==> src/rtl/simon_pkg.sv <==
`default_nettype none
// ============================================================================
//  Package     : simon_pkg
//  Description : Shared definitions for the SIMON round sequencing controller:
//                controller state encoding, the five 62-bit key-schedule
//                z constants, and the (N,M) -> z_j selection function.
//                z constants are written with character 0 of the published
//                string as the MSB (bit 61), so bit i of the sequence is
//                c_Zj[61 - i].
//  Revision    : 1.0 - initial release
// ============================================================================
package simon_pkg;

    typedef enum logic [1:0] {
        S_WAIT    = 2'd0,
        S_LOAD    = 2'd1,
        S_COMPUTE = 2'd2,
        S_WRITE   = 2'd3
    } state_t;

    localparam logic [61:0] c_Z0 = 62'b11111010001001010110000111001101111101000100101011000011100110;
    localparam logic [61:0] c_Z1 = 62'b10001110111110010011000010110101000111011111001001100001011010;
    localparam logic [61:0] c_Z2 = 62'b10101111011100000011010010011000101000010001111110010110110011;
    localparam logic [61:0] c_Z3 = 62'b11011011101011000110010111100000010010001010011100110100001111;
    localparam logic [61:0] c_Z4 = 62'b11010001111001101011011000100000010111000011001010010011101111;

    // Returns j for a legal (word size, key words) pair, -1 otherwise.
    function automatic int zsel(input int n, input int m);
        int j;
        j = -1;
        case (n)
            16: if (m == 4) j = 0;
            24: if (m == 3) j = 0; else if (m == 4) j = 1;
            32: if (m == 3) j = 2; else if (m == 4) j = 3;
            48: if (m == 2) j = 2; else if (m == 3) j = 3;
            64: if (m == 2) j = 2; else if (m == 3) j = 3; else if (m == 4) j = 4;
            default: j = -1;
        endcase
        return j;
    endfunction

    function automatic logic [61:0] z_const(input int j);
        logic [61:0] z;
        case (j)
            0:       z = c_Z0;
            1:       z = c_Z1;
            2:       z = c_Z2;
            3:       z = c_Z3;
            4:       z = c_Z4;
            default: z = '0;
        endcase
        return z;
    endfunction

endpackage
`default_nettype wire

==> src/rtl/simon_round_ctrl_if.sv <==
`default_nettype none
// ============================================================================
//  Interface   : simon_round_ctrl_if
//  Description : Handshake and datapath-control bundle of the SIMON round
//                controller.
//                master : controller side (drives acks, enables, status)
//                slave  : surrounding blocks (input/output staging, datapath)
//  Signals     : newData, newKey, readData          (slave -> master)
//                ackData, ackKey, loadBlock, loadKey, roundEN, keyEN,
//                roundCOUNT[Cb], zBit, lastRound, doneData, busy
//                                                    (master -> slave)
//  Revision    : 1.0 - initial release
// ============================================================================
interface simon_round_ctrl_if #(
    parameter int Cb = 5
);
    logic          newData;
    logic          newKey;
    logic          readData;
    logic          ackData;
    logic          ackKey;
    logic          loadBlock;
    logic          loadKey;
    logic          roundEN;
    logic          keyEN;
    logic [Cb-1:0] roundCOUNT;
    logic          zBit;
    logic          lastRound;
    logic          doneData;
    logic          busy;

    modport master (
        input  newData, newKey, readData,
        output ackData, ackKey, loadBlock, loadKey, roundEN, keyEN,
               roundCOUNT, zBit, lastRound, doneData, busy
    );

    modport slave (
        output newData, newKey, readData,
        input  ackData, ackKey, loadBlock, loadKey, roundEN, keyEN,
               roundCOUNT, zBit, lastRound, doneData, busy
    );
endinterface
`default_nettype wire

==> src/rtl/simon_zseq.sv <==
`default_nettype none
// ============================================================================
//  Module      : simon_zseq
//  Description : Key-schedule z-constant bit generator. A mod-62 index
//                counter is cleared during LOAD and steps on every key
//                expansion step once the round index has reached M; the
//                selected z_j bit at that index is presented while the key
//                schedule is advancing, 0 otherwise. Only instantiated when
//                SIMON_ZSEQ_EN is defined.
//  Ports       : clk, R (sync active-high reset)
//                i_load         - controller is in LOAD
//                i_key_en       - key schedule advances this cycle
//                i_round_count  - current round index
//                o_zbit         - z bit for the current step
//  Revision    : 1.0 - initial release
// ============================================================================
module simon_zseq
    import simon_pkg::*;
#(
    parameter int N  = 16,
    parameter int M  = 4,
    parameter int Cb = 5
) (
    input  wire logic          clk,
    input  wire logic          R,
    input  wire logic          i_load,
    input  wire logic          i_key_en,
    input  wire logic [Cb-1:0] i_round_count,
    output logic               o_zbit
);

    localparam logic [61:0] c_Z = z_const(zsel(N, M));

    logic [5:0] r_idx;
    logic       w_past_m;
    logic [5:0] w_pos;

    // First M rounds use the initial key words directly; no z bit consumed.
    assign w_past_m = (32'(i_round_count) >= M);
    assign w_pos    = 6'd61 - r_idx;
    assign o_zbit   = i_key_en & w_past_m & c_Z[w_pos];

    always_ff @(posedge clk) begin
        if (R) begin
            r_idx <= '0;
        end else if (i_load) begin
            r_idx <= '0;
        end else if (i_key_en && w_past_m) begin
            r_idx <= (r_idx == 6'd61) ? 6'd0 : r_idx + 6'd1;
        end
    end

endmodule
`default_nettype wire

==> src/rtl/simon_round_ctrl.sv <==
`default_nettype none
// ============================================================================
//  Module      : simon_round_ctrl
//  Description : Sequencing controller for the SIMON encryption core.
//                WAIT   - waits for plaintext and key; acks both on accept
//                LOAD   - one cycle, datapath loads block and key
//                COMPUTE- T cycles of round/key-schedule enables
//                WRITE  - result held (doneData) until readData
//                Optional feature macro SIMON_ZSEQ_EN: when defined, zBit is
//                generated internally by simon_zseq; otherwise zBit is 0.
//  Ports       : clk   - clock, rising edge
//                R     - synchronous active-high reset
//                bus   - simon_round_ctrl_if.master (handshakes, enables,
//                        roundCOUNT, zBit, lastRound, doneData, busy)
//  Revision    : 1.0 - initial release
// ============================================================================
module simon_round_ctrl
    import simon_pkg::*;
#(
    parameter int N  = 16,
    parameter int M  = 4,
    parameter int T  = 32,
    parameter int Cb = 5
) (
    input wire logic           clk,
    input wire logic           R,
    simon_round_ctrl_if.master bus
);

    localparam int            c_ZJ   = zsel(N, M);
    localparam logic [Cb-1:0] c_LAST = Cb'(T - 1);

    if (c_ZJ < 0) begin : g_bad_nm
        $error("simon_round_ctrl: unsupported (N,M) pair");
    end
    if (T < 1 || (2 ** Cb) < T) begin : g_bad_cb
        $error("simon_round_ctrl: Cb too narrow for T rounds");
    end

    state_t        r_state;
    logic [Cb-1:0] r_cnt;
    logic          r_load;
    logic          r_round_en;
    logic          r_last;
    logic          r_done;
    logic          r_busy;
    logic          w_take;
    logic          w_zbit;

    // Only the ack is combinational; R gates it so reset never acks.
    assign w_take = (r_state == S_WAIT) & bus.newData & bus.newKey & ~R;

    always_ff @(posedge clk) begin
        if (R) begin
            r_state    <= S_WAIT;
            r_cnt      <= '0;
            r_load     <= 1'b0;
            r_round_en <= 1'b0;
            r_last     <= 1'b0;
            r_done     <= 1'b0;
            r_busy     <= 1'b0;
        end else begin
            r_load <= 1'b0;
            case (r_state)
                S_WAIT: begin
                    if (w_take) begin
                        r_state <= S_LOAD;
                        r_cnt   <= '0;
                        r_load  <= 1'b1;
                        r_busy  <= 1'b1;
                    end
                end
                S_LOAD: begin
                    r_state    <= S_COMPUTE;
                    r_cnt      <= '0;
                    r_round_en <= 1'b1;
                    r_last     <= (c_LAST == '0);
                end
                S_COMPUTE: begin
                    if (r_cnt == c_LAST) begin
                        // Counter holds at T-1 through WRITE.
                        r_state    <= S_WRITE;
                        r_round_en <= 1'b0;
                        r_last     <= 1'b0;
                        r_done     <= 1'b1;
                    end else begin
                        r_cnt  <= r_cnt + 1'b1;
                        r_last <= ((r_cnt + 1'b1) == c_LAST);
                    end
                end
                S_WRITE: begin
                    if (bus.readData) begin
                        r_state <= S_WAIT;
                        r_cnt   <= '0;
                        r_done  <= 1'b0;
                        r_busy  <= 1'b0;
                    end
                end
                default: begin
                    r_state <= S_WAIT;
                end
            endcase
        end
    end

`ifdef SIMON_ZSEQ_EN
    simon_zseq #(
        .N  (N),
        .M  (M),
        .Cb (Cb)
    ) u_zseq (
        .clk           (clk),
        .R             (R),
        .i_load        (r_load),
        .i_key_en      (r_round_en),
        .i_round_count (r_cnt),
        .o_zbit        (w_zbit)
    );
`else
    // Datapath supplies its own z constant in this build.
    assign w_zbit = 1'b0;
`endif

    assign bus.ackData    = w_take;
    assign bus.ackKey     = w_take;
    assign bus.loadBlock  = r_load;
    assign bus.loadKey    = r_load;
    assign bus.roundEN    = r_round_en;
    assign bus.keyEN      = r_round_en;
    assign bus.roundCOUNT = r_cnt;
    assign bus.zBit       = w_zbit;
    assign bus.lastRound  = r_last;
    assign bus.doneData   = r_done;
    assign bus.busy       = r_busy;

endmodule
`default_nettype wire
==> src/flat_wrapper.sv <==
// flat-port wrapper written by rule: the top's interface ports become plain ports
module simon_round_ctrl_flat import simon_pkg::*;
#(
    parameter int N  = 16,
    parameter int M  = 4,
    parameter int T  = 32,
    parameter int Cb = 5
)
  (clk, R, bus_newData, bus_newKey, bus_readData, bus_ackData, bus_ackKey, bus_loadBlock, bus_loadKey, bus_roundEN, bus_keyEN, bus_roundCOUNT, bus_zBit, bus_lastRound, bus_doneData, bus_busy);
  simon_round_ctrl_if #(.Cb(Cb)) bus_i ();
  input wire logic clk;
  input wire logic R;
  input wire logic [$bits(bus_i.newData)-1:0] bus_newData;
  input wire logic [$bits(bus_i.newKey)-1:0] bus_newKey;
  input wire logic [$bits(bus_i.readData)-1:0] bus_readData;
  output wire logic [$bits(bus_i.ackData)-1:0] bus_ackData;
  output wire logic [$bits(bus_i.ackKey)-1:0] bus_ackKey;
  output wire logic [$bits(bus_i.loadBlock)-1:0] bus_loadBlock;
  output wire logic [$bits(bus_i.loadKey)-1:0] bus_loadKey;
  output wire logic [$bits(bus_i.roundEN)-1:0] bus_roundEN;
  output wire logic [$bits(bus_i.keyEN)-1:0] bus_keyEN;
  output wire logic [$bits(bus_i.roundCOUNT)-1:0] bus_roundCOUNT;
  output wire logic [$bits(bus_i.zBit)-1:0] bus_zBit;
  output wire logic [$bits(bus_i.lastRound)-1:0] bus_lastRound;
  output wire logic [$bits(bus_i.doneData)-1:0] bus_doneData;
  output wire logic [$bits(bus_i.busy)-1:0] bus_busy;
  assign bus_i.newData = bus_newData;
  assign bus_i.newKey = bus_newKey;
  assign bus_i.readData = bus_readData;
  assign bus_ackData = bus_i.ackData;
  assign bus_ackKey = bus_i.ackKey;
  assign bus_loadBlock = bus_i.loadBlock;
  assign bus_loadKey = bus_i.loadKey;
  assign bus_roundEN = bus_i.roundEN;
  assign bus_keyEN = bus_i.keyEN;
  assign bus_roundCOUNT = bus_i.roundCOUNT;
  assign bus_zBit = bus_i.zBit;
  assign bus_lastRound = bus_i.lastRound;
  assign bus_doneData = bus_i.doneData;
  assign bus_busy = bus_i.busy;
  simon_round_ctrl #(.N(N), .M(M), .T(T), .Cb(Cb)) u_core (.clk(clk), .R(R), .bus(bus_i));
endmodule
==> config.mk <==
export PLATFORM = sky130hd
export DESIGN_NAME = simon_round_ctrl_flat
export DESIGN_NICKNAME = d
export VERILOG_FILES = /design/src/rtl/simon_pkg.sv /design/src/rtl/simon_round_ctrl_if.sv /design/src/rtl/simon_zseq.sv /design/src/rtl/simon_round_ctrl.sv /design/src/flat_wrapper.sv
export SDC_FILE = /design/constraint.sdc
export NUM_CORES = 1
export LEC_CHECK = 0
export BUFFER_PORTS_ARGS = -buffer_cell sky130_fd_sc_hd__buf_2
export CAP_MARGIN = 25
export CORE_UTILIZATION = 50
export CTS_CLUSTER_SIZE = 10
export DETAILED_ROUTE_END_ITERATION = 8
export PLACE_DENSITY_LB_ADDON = 0.1
export REMOVE_ABC_BUFFERS = 1
export SYNTH_ARGS = -nofsm -noshare
export SYNTH_HDL_FRONTEND = slang
export SYNTH_SLANG_ARGS = --single-unit
==> constraint.sdc <==
create_clock -name clk -period 3.3 [get_ports clk]
set_clock_uncertainty 0.05 [all_clocks]
set_input_delay 0.66 -clock clk [delete_from_list [all_inputs] [get_ports clk]]
set_output_delay 0.66 -clock clk [all_outputs]
set_load 0.02 [all_outputs]
Word level (Yosys, flattened, before mapping)
Index checks and enable logic that the tools add are counted.
{"block": "op_classes", "n_addsub": 1, "eq_ne": 9, "muxes": 18, "bitwise": 5, "n_reduce_logical": 10}
{"operator": "$pmux 5 s4", "count": 1}
{"operator": "$mux 5", "count": 3}
{"operator": "$reduce_and 3->1", "count": 4}
{"operator": "$eq 5x5->1 const B", "count": 2}
{"operator": "$pmux 1 s2", "count": 4}
{"operator": "$pmux 2 s4", "count": 1}
{"operator": "$mux 1", "count": 6}
{"operator": "$mux 2", "count": 3}
{"operator": "$ne 2x2->1 const B", "count": 3}
{"operator": "$reduce_bool 2->1", "count": 3}
{"operator": "$add 5x1->5 const B", "count": 1}
{"operator": "$eq 2x2->1 const B", "count": 2}
{"operator": "$and 1x1->1", "count": 3}
{"operator": "$eq 2x1->1 const B", "count": 1}
{"operator": "$logic_not 2->1", "count": 1}
{"operator": "$ne 2x1->1 const B", "count": 1}
{"operator": "$not 1->1", "count": 2}
{"operator": "$reduce_and 2->1", "count": 1}
{"operator": "$reduce_or 2->1", "count": 1}
{"block": "totals", "regBits": 12, "output_inout_bits": 15}

Longest topological paths before layout
Gate-level depths: netlist of the first run.
{"block": "depth", "ltp_word": 6, "ltp_mapped": 7, "depth_no_buf": 7}

Worst setup path after synthesis of the first run
No wires, ideal clock.
{"block": "synth_path", "path_type": "in2out", "startpoint": "input R", "endpoint": "output bus_ackKey", "t_arrival_ns": 1.424, "required_time_ns": 2.590, "setup_slack_ns": 1.166, "cell_stages": 3, "n_path_buf": 1, "path_cell_list": "nand3b_4 > nor2_1 > buf_4"}
{"block": "synth_via", "elab_chain_cells": 2}
{"item": "start, declared", "line": "flat_wrapper.sv:12", "source": "input wire logic R;"}
{"item": "$not 1->1", "line": "simon_round_ctrl.sv:51", "source": "assign w_take = (r_state == S_WAIT) & bus.newData & bus.newKey & ~R;"}
{"item": "$and 1x1->1", "line": "simon_round_ctrl.sv:51"}
{"item": "end, declared", "line": "flat_wrapper.sv:17", "source": "output wire logic [$bits(bus_i.ackKey)-1:0] bus_ackKey;"}
No other way between the ends.

Final worst setup path of the first run
{"block": "layout_path", "startpoint": "register u_core.r_state[0]", "endpoint": "output bus_ackKey"}
{"block": "layout_via", "elab_chain_cells": 4}
{"item": "start, declared", "line": "simon_round_ctrl.sv:40", "source": "state_t r_state;"}
{"item": "start signal, assigned", "line": "simon_round_ctrl.sv:55", "source": "r_state <= S_WAIT;"}
{"item": "start signal, assigned", "line": "simon_round_ctrl.sv:67", "source": "r_state <= S_LOAD;"}
{"item": "start signal, assigned", "line": "simon_round_ctrl.sv:74", "source": "r_state <= S_COMPUTE;"}
{"item": "$logic_not 2->1", "line": "simon_round_ctrl.sv:51"}
{"item": "$and 1x1->1 (3 in series)", "line": "simon_round_ctrl.sv:51"}
No other way between the ends.

==> results of run 1 <==
## metrics by stage
| stage | total power, mW | util [%] | cell area (um^2) |
|---|---|---|---|
| 3_5_place_dp | 0.414 | 60.3 | 795 |
| 2_1_floorplan | 0.357 | - | 686 |
| 5_1_grt | 0.535 | 62.0 | 817 |
| 6_report | 0.499 | 62.0 | 817 |
| 4_1_cts | 0.505 | 62.0 | 817 |
| 3_3_place_gp | 0.411 | 60.3 | 795 |
## cell type report
type,instances,area [um^2],share of cell area (%)
multi-input cells,56,419,51.3
flip-flops and latches,12,240,29.4
repair buffers,18,90.1,11.0
inverters,7,26.3,3.22
clock buffers,3,22.5,2.76
well taps,15,18.8,2.30
## cells in the final DEF, fill, tap and decap left out
cell      count
a21oi_4       1
buf_2        18
and3_1        1
a32oi_1       1
dfxtp_1      12
conb_1        1
inv_1         7
nand4b_1      1
a32o_1        3
ha_1          8
nand3_1       2
a21oi_1       4
nand3b_4      1
nor2b_1       2
nor3_1        1
and2b_4       1
mux2i_1       1
a21bo_2       1
a22oi_1       1
o21ai_0       2
nor2_1       11
a211oi_2      2
nand4_1       1
xnor2_1       2
a221o_1       1
nand2_1       6
and2b_1       1
clkbuf_4      3
## where the power goes
group	internal [mW]	total, mW	switching, mW	leakage [nW]
clock network	0.0422	0.0908	0.0487	0.0138
logic	0.0869	0.227	0.140	0.282
registers	0.165	0.181	0.0163	0.0975
total	0.294	0.499	0.205	0.394
## cells in the mapped netlist, drive strengths merged (2+ instances only)
cell	number	area, um^2
a211oi	2	25.0
a21oi	5	36.3
a32o	3	30.0
and2b	2	17.5
buf	5	33.8
dfxtp	12	240
ha	8	100
inv	7	26.3
nand2	6	22.5
nand3	2	10.0
nor2	11	41.3
nor2b	2	12.5
o21ai	2	10.0
xnor2	2	17.5
## kinds of logic (layout without fill, tap and decap cells)
group / after synthesis / count (layout) / synth area share, %
compound gates: 16 / 16 / 19.1
mux: 1 / 1 / 1.39
flops: 12 / 12 / 33.4
other cells: 1 / 1 / 0.521
buf+inv: 12 / 28 / 8.35
xor+xnor: 2 / 2 / 2.44
fa+ha+maj: 8 / 8 / 13.9
simple gates: 28 / 28 / 20.9
## registers in the layout, indices dropped and copies added, names as in the netlist
register and cells:
u_core.bus.roundCOUNT 5, u_core.r_state 2, u_core.bus.busy 1, u_core.bus.doneData 1, u_core.bus.keyEN 1, u_core.bus.lastRound 1
u_core.bus.loadBlock 1
## metal layers
| metal | routed length, um | share of wire, % |
|---|---|---|
| met2 | 610 | 48 |
| met1 | 598 | 47 |
| met4 | 15 | 1.2 |
| met3 | 58 | 4.5 |
| met5 | 0 | 0 |
## critical path, stage by stage, from the launching register on
cell and delay [ps]:
dfxtp_1 340, inv_1 110, ha_1 280, inv_1 80, nor2_1 160, buf_2 190
## worst min path at each step
stage               cells past startpoint                  from                    to  slack (ps)
global placement                        2  u_core.bus.lastRound  u_core.bus.lastRound         380
floorplan                               2     u_core.r_state[1]     u_core.r_state[1]         460
finish                                  2  u_core.bus.lastRound  u_core.bus.lastRound         400
detailed placement                      2  u_core.bus.lastRound  u_core.bus.lastRound         390
global route                            2  u_core.bus.lastRound  u_core.bus.lastRound         460
CTS                                     2  u_core.bus.lastRound  u_core.bus.lastRound         410
==> flow_metrics.env, run 1 <==
export IMPL_async_flop_share_pct=0
export IMPL_grtUsageMet3_pct=5.00
export IMPL_required_ps=2590
export IMPL_cp_end_kind="output port"
export IMPL_grt_pass1_wl_um=1950
export IMPL_ys_types=28
export IMPL_portBuffers=18
export IMPL_cp_start_kind="flop"
export IMPL_dieHeight_um=39.9
export IMPL_whs_ps=402
export IMPL_postCtsHoldBufs=0
export IMPL_dp_hpwl_um=953
export IMPL_cts_buffers=3
export IMPL_dieWidth_um=39.9
export IMPL_cts_tree="yes"
export IMPL_vias=570
export IMPL_fin_crit_ps=2140
export IMPL_place_congestion=0.731
export IMPL_wl_um=1280
export IMPL_worstSetupEndpoint="bus_ackKey"
export IMPL_start_util_pct=54.6
export IMPL_crit_start="u_core.r_state[0]"
export IMPL_ctsLongestPathBuffers=2
export IMPL_top_usage_layer="met2"
export IMPL_grt_pass1_vias=474
export IMPL_synth_edf_count=0
export IMPL_track_usage_pct=19.0
export IMPL_grt_ovfl_total=0
export IMPL_cts_setup_buffers=0
export IMPL_clock_latency_ps=270
export IMPL_hold_path_class="reg -> reg"
export IMPL_pin_count=20
export IMPL_ir_worst_vdd_mv=0.344
export IMPL_syn_inst=80
export IMPL_dp_cells=108
export IMPL_vias_per_cell=5.14
export IMPL_yosys_warnings=0
export IMPL_grt_use_met2_pct=31.9
export IMPL_maxCapViolations=0
export IMPL_leakage_nw=0.394
export IMPL_wl_per_cell_um=11.5
export IMPL_num_rows=13
export IMPL_path_class="reg -> out"
export IMPL_finalSetupTns_ps=0
export IMPL_clockRootBuffer="clkbuf_4"
export IMPL_dp_slack_ps=1160
export IMPL_fin_cells=111
export IMPL_dr_pass1_iters=4
export IMPL_cts_repair_resized=0
export IMPL_nets=111
export IMPL_yosysSeqAreaShare_pct=33.4
export IMPL_syn_to_final_growth_pct=13.6
export IMPL_worst_slack_ps=1160
export IMPL_fill_cells=113
export IMPL_syn_area_um2=719
export IMPL_drive_above_1_share_pct=28.1
export IMPL_fmax_ghz=0.467
export IMPL_reg2regPathDepth=7
export IMPL_yosys_register_bits=12
export IMPL_critPathMaxFanout=4
export IMPL_antenna_found_initial=0
export IMPL_drtAntennaViolNets=0
export IMPL_slew_violations=0
export IMPL_arrival_ps=1430
export IMPL_drt_iter0_drc=7
export IMPL_status="finished, final reports clean"
export IMPL_grt_max_degree=14
export IMPL_syn_area_per_cell_um2=8.99
export IMPL_drc=0
export IMPL_rrSetupSlack_ps=1270
export IMPL_grtUsageMet1_pct=20.8
export IMPL_r2r_end="u_core.r_state[1]"
export IMPL_hold_violations=0
export IMPL_setup_viol=0
export IMPL_cts_sinks=12
export IMPL_clkSlewWorstSetupHoldPaths_ps=70
export IMPL_num_antenna_cells=0
export IMPL_core_um2=1320
export IMPL_fp_dieArea_um2=1590
export IMPL_r2r_start="u_core.bus.roundCOUNT[0]"
export IMPL_htreeDepth=1
export IMPL_grt_setup_unrepaired="no"
export IMPL_yosys_most_used_dff="dfxtp_1"
export IMPL_pwr_density_cell_nw_per_um2=610
export IMPL_post_route_period_util_pct=64.8
(Power assumes the default switching activity.)
==> inputs of run 2 (changes only) <==
--- a/config.mk
+++ b/config.mk
@@ -7,7 +7,7 @@
 export LEC_CHECK = 0
 export BUFFER_PORTS_ARGS = -buffer_cell sky130_fd_sc_hd__buf_2
 export CAP_MARGIN = 25
-export CORE_UTILIZATION = 50
+export CORE_UTILIZATION = 49
 export CTS_CLUSTER_SIZE = 10
 export DETAILED_ROUTE_END_ITERATION = 8
 export PLACE_DENSITY_LB_ADDON = 0.1
==> constraint.sdc (replaced) <==
create_clock -name clk -period 2.1 [get_ports clk]
set_clock_uncertainty 0.05 [all_clocks]
set_input_delay 0.42 -clock clk [delete_from_list [all_inputs] [get_ports clk]]
set_output_delay 0.42 -clock clk [all_outputs]
set_load 0.02 [all_outputs]
==> run 2 against run 1 <==
Wire length increased by 3.4%. Highest routed layer unchanged. Clock power increased by 110%. Die area increased by 1.9%.
==> flow_metrics.env, run 2 (synthesis gave the netlist of run 1 again) <==
export IMPL_status="finished, final reports clean"
export IMPL_start_util_pct=53.9
export IMPL_portBuffers=18
export IMPL_ir_worst_vdd_mv=0.664
export IMPL_reg2regPathDepth=7
export IMPL_crit_chain="inv_1 -> ha_1 -> inv_1 -> nor2_1 -> buf_2"
export IMPL_grt_max_degree=14
export IMPL_finalSetupTns_ps=0
export IMPL_layout_common_cells="18 x buf_2, 12 x dfxtp_1, 11 x nor2_1"
export IMPL_antenna_found_initial=0
export IMPL_place_congestion=0.708
export IMPL_setup_viol=0
export IMPL_post_route_period_util_pct=93.1
export IMPL_crit_top_cell="inv_1"
export IMPL_crit_path_top_delay_cell="dfxtp_1"
export IMPL_vias_per_cell=5.25
export IMPL_cts_repair_resized=0
export IMPL_fin_crit_ps=1960
export IMPL_cts_tree="yes"
export IMPL_cts_sinks=12
export IMPL_clkSlewWorstSetupHoldPaths_ps=80
export IMPL_path_class="reg -> out"
export IMPL_cts_buffers=3
export IMPL_r2r_end="u_core.r_state[1]"
export IMPL_pin_count=20
export IMPL_syn_to_final_growth_pct=15.5
export IMPL_drive_above_1_share_pct=28.9
export IMPL_track_usage_pct=18.1
export IMPL_clock_latency_ps=280
export IMPL_required_ps=1630
export IMPL_wl_per_cell_um=11.8
export IMPL_r2r_start="u_core.bus.roundCOUNT[1]"
export IMPL_grt_setup_unrepaired="no"
export IMPL_fp_dieArea_um2=1630
export IMPL_critPathMaxStageDelay_ps=350
export IMPL_dr_pass1_iters=4
export IMPL_fill_cells=121
export IMPL_leakage_nw=0.401
export IMPL_core_um2=1330
export IMPL_slew_violations=0
export IMPL_dieWidth_um=40.3
export IMPL_regArea_um2=240
export IMPL_vias=588
export IMPL_clockRootBuffer="clkbuf_4"
export IMPL_cp_start_kind="flop"
export IMPL_htreeDepth=1
export IMPL_arrival_ps=1490
export IMPL_grt_pass1_wl_um=1890
export IMPL_wl_um=1330
export IMPL_largest_reg_flops=5
export IMPL_num_rows=13
export IMPL_drtAntennaViolNets=0
export IMPL_crit_start="u_core.r_state[0]"
export IMPL_maxCapViolations=0
export IMPL_ctsLongestPathBuffers=2
export IMPL_cts_setup_buffers=0
export IMPL_rrSetupSlack_ps=170
export IMPL_drt_iter0_drc=13
export IMPL_mostFrequentLayoutCell="buf_2"
export IMPL_hold_violations=0
export IMPL_min_path_cells=2
export IMPL_dp_hpwl_um=974
export IMPL_grt_ovfl_total=0
export IMPL_critPathMaxFanout=4
export IMPL_hold_path_class="reg -> reg"
export IMPL_drc=0
export IMPL_fmax_ghz=0.511
export IMPL_nets=111
export IMPL_num_antenna_cells=0
export IMPL_pwr_density_cell_nw_per_um2=1000
export IMPL_grt_pass1_vias=431
export IMPL_postCtsHoldBufs=0
export IMPL_cp_end_kind="output port"
export IMPL_multiInputGateArea_um2=419
export IMPL_worstSetupEndpoint="bus_ackKey"
export IMPL_dieHeight_um=40.3
export IMPL_power_total_mw=0.832
## run 2: changes by cell type in the layout (fill, tap and decap cells not counted), sizes merged
cell / delta
clkbuf: +1
## run 2: where the power goes
| part | total, mW | internal [mW] | switching, mW |
|---|---|---|---|
| logic | 0.361 | 0.137 | 0.224 |
| clock network | 0.188 | 0.105 | 0.0827 |
| registers | 0.283 | 0.259 | 0.0244 |
## run 2: layout make-up
type	instances	share of cell area [%]
clock buffers	4	4.37
inverters	7	3.16
multi-input cells	56	50.5
flip-flops and latches	12	28.9
well taps	15	2.26
repair buffers	18	10.8
## run 2: per-layer routing
layer	part of all wire, %	up-vias	GRT usage (%)
li1	-	302	-
met3	4.1	5	3.33
met1	49	266	24.7
met5	0	-	0
met2	44	15	25.4
met4	3.0	0	12.5
## run 2: how the worst min path moves through the flow
stage                    startpoint  slack, ps                    to
2_1_floorplan                     R        430     u_core.r_state[0]
3_3_place_gp   u_core.bus.lastRound        390  u_core.bus.lastRound
3_5_place_dp   u_core.bus.lastRound        390  u_core.bus.lastRound
4_1_cts                 bus_newData        400  u_core.bus.loadBlock
5_1_grt                  bus_newKey        420  u_core.bus.loadBlock
6_report       u_core.bus.lastRound        400  u_core.bus.lastRound
## run 2: through the flow
stage	util, %	hold WS, ps	cells	worst slack [ps]	instance area [um^2]
detailed placement	59.6	392	108	178	795
global route	62.3	424	112	22.6	831
global placement	59.6	392	108	233	795
floorplan	-	435	75	171	686
finish	62.3	402	112	144	831
CTS	62.3	402	112	125	831
## run 2: critical path: cells and delay by family (launching register included)
| kind | cells | cell delay (ps) |
|---|---|---|
| simple gates | 1 | 180 |
| buf+inv | 3 | 400 |
| flops | 1 | 350 |
| fa+ha+maj | 1 | 290 |
